[src/rtl/credit_buffer.sv]
// credit_buffer
//   Receiver-side flit buffer for one NoC link. Flits pushed by the upstream
//   router are held in a circular array. Each flit taken by the local consumer
//   returns one credit pulse to the upstream credit counter. DEPTH matches the
//   sender's reset credit count, so a compliant sender never overflows it.
//
// Ports
//   clk           : clock, all state updates on the rising edge
//   reset         : asynchronous active-low reset
//   flit_valid_i  : upstream flit present (push request)
//   flit_data_i   : upstream flit payload
//   pop_i         : consumer takes the head flit this cycle
//   flit_valid_o  : buffer non-empty
//   flit_data_o   : head flit (show-ahead), 0 when empty
//   cc_inc_o      : one-cycle credit-return pulse per consumed flit
//   count_o       : current occupancy, 0..DEPTH
//   overflow_o    : sticky flag, a push was dropped because the buffer was full
module credit_buffer #(
    parameter int DATA_WIDTH = 8,
    parameter int DEPTH      = 5,
    localparam int PTR_W     = (DEPTH > 1) ? $clog2(DEPTH) : 1,
    localparam int CNT_W     = $clog2(DEPTH + 1)
) (
    input  logic                  clk,
    input  logic                  reset,
    input  logic                  flit_valid_i,
    input  logic [DATA_WIDTH-1:0] flit_data_i,
    input  logic                  pop_i,
    output logic                  flit_valid_o,
    output logic [DATA_WIDTH-1:0] flit_data_o,
    output logic                  cc_inc_o,
    output logic [CNT_W-1:0]      count_o,
    output logic                  overflow_o
);

    logic [DATA_WIDTH-1:0] entry [0:DEPTH-1];
    logic [PTR_W-1:0]      wr_ptr;
    logic [PTR_W-1:0]      rd_ptr;
    logic [CNT_W-1:0]      count;
    logic                  cc_inc_p0;
    logic                  overflow;

    logic                  not_empty;
    logic                  not_full;
    logic                  do_pop;
    logic                  do_push;

    // Pointers wrap at DEPTH-1 so a non-power-of-two DEPTH never indexes
    // past the end of the array.
    function automatic logic [PTR_W-1:0] ptr_next(input logic [PTR_W-1:0] p);
        if (p == PTR_W'(DEPTH - 1)) begin
            return '0;
        end
        return p + PTR_W'(1);
    endfunction

    assign not_empty = (count != '0);
    assign not_full  = (count != CNT_W'(DEPTH));
    assign do_pop    = pop_i & not_empty;
    // A pop on a full buffer frees a slot in the same cycle, so the push lands.
    assign do_push   = flit_valid_i & (not_full | do_pop);

    // Control state: pointers, occupancy, credit pulse, sticky overflow
    always_ff @(posedge clk or negedge reset) begin
        if (!reset) begin
            wr_ptr    <= '0;
            rd_ptr    <= '0;
            count     <= '0;
            cc_inc_p0 <= 1'b0;
            overflow  <= 1'b0;
        end else begin
            cc_inc_p0 <= do_pop;
            if (do_push) begin
                wr_ptr <= ptr_next(wr_ptr);
            end
            if (do_pop) begin
                rd_ptr <= ptr_next(rd_ptr);
            end
            if (do_push && !do_pop) begin
                count <= count + CNT_W'(1);
            end else if (do_pop && !do_push) begin
                count <= count - CNT_W'(1);
            end
            if (flit_valid_i && !do_push) begin
                overflow <= 1'b1;
            end
        end
    end

    // Storage array: data only, deliberately left out of reset
    always_ff @(posedge clk) begin
        if (do_push) begin
            entry[wr_ptr] <= flit_data_i;
        end
    end

    // Outputs come from registered state only; no push-to-head bypass.
    assign flit_valid_o = not_empty;
    assign flit_data_o  = not_empty ? entry[rd_ptr] : '0;
    assign cc_inc_o     = cc_inc_p0;
    assign count_o      = count;
    assign overflow_o   = overflow;

endmodule
[config.mk]
export PLATFORM = sky130hd
export DESIGN_NAME = credit_buffer
export DESIGN_NICKNAME = d
export VERILOG_FILES = /design/src/rtl/credit_buffer.sv
export SDC_FILE = /design/constraint.sdc
export NUM_CORES = 1
export LEC_CHECK = 0
export ABC_CLOCK_PERIOD_IN_PS = 3500
export BUFFER_PORTS_ARGS = -buffer_cell sky130_fd_sc_hd__clkbuf_2
export CORE_MARGIN = 10
export CORE_UTILIZATION = 44
export DETAILED_ROUTE_END_ITERATION = 12
export PLACE_DENSITY = 0.63
export RECOVER_POWER = 50
export REMOVE_ABC_BUFFERS = 1
export SKIP_LAST_GASP = 1
export SLEW_MARGIN = 40
export SYNTH_ARGS = -nofsm -noshare
export SYNTH_HDL_FRONTEND = slang
export SYNTH_SLANG_ARGS = --single-unit
[constraint.sdc]
create_clock -name clk -period 3.5 [get_ports clk]
set_input_delay 0 -clock clk [delete_from_list [all_inputs] [get_ports clk]]
set_output_delay 0 -clock clk [all_outputs]
set_load 0.01 [all_outputs]
After elaboration in Yosys (flattened, before gate mapping). Memories as Yosys holds them, arrays and structs flattened. Index checks and enable logic that the tools add are counted.

Flip-flop bits (word level): 11. RAM bits: 40. Output and inout bits: 14. Logic and storage cells: 36. Memories: 1.

$add $sub $neg: 4. Eq/ne operators: 3. Muxes and demuxes: 13. Bitwise gates (word level): 3. Reduce and logical (&&, ||, !) cells: 7.

Memories: entry (depth 5, bits a word 8, read ports 1, clocked after Yosys merged registers in 0, wr ports 1, RTL line 36) `logic [DATA_WIDTH-1:0] entry [0:DEPTH-1];`.

Operators with widths (count): 2-to-1 mux 3 bit (6); adder 3 x 1 -> 3 bit, second input constant (3); 2-to-1 mux 8 bit (1); equality test 3 bit, second input constant (2); 2-to-1 mux 1 bit (6); logical AND 1 bit (3); != test 3 bit, second input constant (1); nonzero test 3 bit (1); subtractor 3 x 1 -> 3 bit, second input constant (1); AND 1 bit (2); logical NOT 1 bit (2); nonzero test 2 bit (1); bitwise OR 1 bit (1).

Logic depth before layout (Yosys ltp).
Depth after elaboration: 8. Gate-level depth with buffers: 9.

Worst setup path before layout. No wires, ideal clock.

Kind: reg-to-reg. From: register count[0], in the netlist count_o[0]. To: memory entry[1][0] (enable). Data arrival time: 1.726 ns. Required time: 3.105 ns. Slack: 1.379 ns. Cell stages (with the launch flop): 4. Buffers on the path: 0. Clock period less this slack: 2.121 ns. Path through: dfrtp_1 > and4bb_1 > nand2b_4 > nor4_1.

Word-level cells in the longest chain between the ends: 6.

Ends and longest elaborated chain: start, declared (RTL line 39) `logic [CNT_W-1:0] count;`; start signal, assigned (RTL line 80) `count <= count + CNT_W'(1);`; start signal, assigned (RTL line 82) `count <= count - CNT_W'(1);`; nonzero test 3 bit (RTL line 57) `assign not_empty = (count != '0);`; AND 1 bit (RTL line 59) `assign do_pop = pop_i & not_empty;`; bitwise OR 1 bit (*) (RTL line 61) `assign do_push = flit_valid_i & (not_full | do_pop);`; AND 1 bit (*) (RTL line 61); 2-to-1 mux 1 bit (*) (RTL line 92) `if (do_push) begin`; 2-to-1 mux 1 bit (implied by the code) (*) (RTL line 93) `entry[wr_ptr] <= flit_data_i;`; end, declared (RTL line 36).

Mark *: on every way between the ends. The rest lies on a longest branch, timed or not.

Worst setup path in the final report.
From: register count[0], in the netlist count_o[0]. To: register count[2], in the netlist count_o[2].

Word-level cells in the longest chain between the ends: 7.

Ends and longest elaborated chain: nonzero test 3 bit (RTL line 57); AND 1 bit (RTL line 59); bitwise OR 1 bit (*) (RTL line 61); AND 1 bit (*) (RTL line 61); named net do_push (RTL line 46) `logic do_push;`; logical NOT 1 bit (RTL line 81) `end else if (do_pop && !do_push) begin`; logical AND 1 bit (RTL line 81); nonzero test 2 bit (no source line).

The timed path passes the listed nets; every way through them passes the cells marked *. The select of a mux whose other input is x is not followed. A chain may end at the register's enable or synchronous reset.

==> impl_metrics.yaml <==
yosys:
  synth_top_cells_by_area: "edfxtp_1 56%, dfrtp_1 13%, mux4_2 8.5%, mux2i_1 3.8%, ha_1 2.9%"
  synth.largest_area_cell: "edfxtp_1"
  synthCells: 124
  synthDominantCellAreaShare_pct: 56.4
  avgSynthCellArea_um2: 17.2
  yosysWarnings: 0
  ys_ff_latch: 51
  syn-cell-area_mm2: 0.00213
  post_synth_num_cell_types: 26
  ys_seq_area_share_pct: 69.3
routing:
  routedWlPerCell_um: 17.0
  drtPass1Iterations: 4
  vias: 1158
  vias_per_cell: 4.93
  route.antenna.remaining_nets: 0
  drcViolationCount: 0
  drtIter0Drc: 48
  wirelength_mm: 4.00
floorplan:
  initial_core_util_pct: 45.1
  pin_count: 26
  dieArea_mm2: 0.00803
  dieHeight_um: 89.6
  fp.dieW_um: 89.6
  fp.coreArea_mm2: 0.00472
  placement_rows: 25
cts:
  post_cts_buffers: 0
  clockBufferDepth: 2
  clk_pin_slew_ns: 0.09
  cts_tree: "done"
  ctsRootBufferMaster: "clkbuf_8"
  cts_sinks: 51
  post_cts_resized: 0
  ctsHoldBuffers: 10
  htreeDepth: 2
  worstSkewPairLatency_ns: 0.30
  cts_buffers: 5
power:
  leakage_nw: 0.934
  vdd_ir_drop_max_uv: 375
  power_mw: 2.03
  pwr_density_cell_mw_per_mm2: 797
timing:
  slew_headroom_pct: 53.6
  setup-tns-final_ns: 0
  max_freq_mhz: 469
  rsz0062_at_grt: "false"
  finalSetupViolations: 0
  hold_viol_final: 0
  finalCritPeriodShare_pct: 60.9
  fin_skew_ns: 0.00750
  report.final.slew_viol_count: 0
  period_needed_ns: 2.13
  tightest_slew_ns: 0.692
critical_path:
  path_cells: "and4bb_1, nand2b_4, inv_4, ha_1, inv_1, fa_1, xor2_1, nor2_1, xor2_1"
  r2r_start: "count_o[0]"
  critical_path_buf_inv_count: 2
  ff2ff_setup_slack_ns: 1.37
  cp_slowest_cell: "dfrtp_1"
  r2r-end: "count_o[2]"
  end_kind: "flop"
  path_max_fanout: 6
  critical_path_class: "flop to flop"
  cpLargestDelayFamily: "simple AND/OR/NAND/NOR gates"
  cpMostUsedCell: "xor2_1"
  critPathLaunch: "count_o[0]"
  rr_worst_depth: 9
  critPathArrivalTime_ns: 2.35
  cp_num_cells: 9
  setup.worst_path.start_class: "flop"
  cp_data_required_time_ns: 3.72
  endpoint: "count_o[2]"
  max_stage_delay_ns: 0.47
cells_and_area:
  area_growth_pct: 19.3
  n_antenna_cell: 0
  n_fill_cell: 390
  final_nets: 185
  drive_above_1_share_pct: 21.4
  final_cell_mix: "40 x edfxtp_1, 15 x clkbuf_1, 11 x nor2_1, 11 x dfrtp_1, 11 x clkbuf_2"
  final_common_cell: "edfxtp_1"
  fin_cells: 235
global_route:
  grt_max_degree: 17
  grtUsageTotal_pct: 11.0
  grt_pass1_vias: 1281
  grt_pass1_wl_mm: 6.40
  overflow: 0
  grt_antenna_before_repair: 0
status:
  outcome: "complete, no violations"
placed_design:
  dp_hpwl_mm: 2.71
  routabilityCongestion: 0.818
  dpl.cell_count: 217
  portBuffers: 25
hold_path:
  hold_path.class: "input port to flop"
job:
  max_cap_viol_count: 0
-- cell usage after synthesis --
master	instances
nand2b_1	1
and4bb_1	1
nand2b_4	1
ha_1	5
buf_6	1
mux4_2	8
xor2_1	2
nor4_1	4
mux2_4	2
buf_2	2
nor2_1	11
nand2_1	3
o31ai_1	2
mux2i_1	8
dfrtp_1	11
fa_1	1
a21o_1	1
mux2_2	1
xnor2_1	1
edfxtp_1	40
inv_1	8
and4_1	1
inv_4	1
nor3_2	1
o21ai_0	5
a21oi_1	2
-- metal layers --
layer  part of all wire, %  GRT usage, %  routed length, um  vias to the layer above
met5                     0             0                  0                        -
met4                  0.80          4.34                 32                        0
met3                   4.2          3.88                169                        4
met2                    54          19.3               2180                       19
met1                    41          11.7               1620                      579
li1                      -             -                  -                      556
-- final cells by class --
type,instances,area (um2),area share [%]
clock inverter,2,37.5,1.48
timing repair buffer,39,238,9.35
multi-input combinational,61,597,23.5
clock buffer,6,72.6,2.86
tap,67,83.8,3.30
inverter,9,36.3,1.43
sequential,51,1480,58.1
-- through the flow --
step	hold WS (ns)	setup slack, ns	cell area (um2)	utilization, %
6_report	0.0695	1.37	2540	53.8
5_1_grt	0.112	1.23	2540	53.8
4_1_cts	0.0613	1.35	2560	54.2
3_5_place_dp	-0.105	1.38	2350	49.7
3_3_place_gp	-0.111	1.47	2350	49.7
2_1_floorplan	-0.296	1.38	2110	-
-- report_power, final --
group | internal [mW] | leakage, nW | switching (mW) | total, mW
Sequential | 0.794 | 0.495 | 0.161 | 0.955
Combinational | 0.341 | 0.387 | 0.331 | 0.672
Clock | 0.213 | 0.0514 | 0.187 | 0.400
Total | 1.35 | 0.934 | 0.678 | 2.03
-- flip-flops by register name, summed over array words and instances, names as in the netlist --
name,count
cc_inc_o,1
rd_ptr,3
count_o,3
wr_ptr,3
entry,40
overflow_o,1
-- how the worst min path moves through the flow --
| stage | cells past startpoint | to | from |
|---|---|---|---|
| 2_1_floorplan | 0 | cc_inc_o | reset |
| 3_3_place_gp | 1 | cc_inc_o | reset |
| 3_5_place_dp | 1 | cc_inc_o | reset |
| 4_1_cts | 3 | cc_inc_o | pop_i |
| 5_1_grt | 3 | cc_inc_o | pop_i |
| 6_report | 3 | cc_inc_o | pop_i |
-- kinds of logic after synthesis --
logic type      synth area share (%)
flops                           69.3
simple gates                    6.05
compound gates                  2.70
xor+xnor                        1.23
mux                             14.2
fa+ha+maj                       3.88
buf+inv                         2.70
-- worst min-delay path, stage by stage --
cell      delay [ns]
clkbuf_2        0.10
o31ai_1         0.10
inv_1           0.11
No activity file was read; power rests on OpenSTA's default activity.
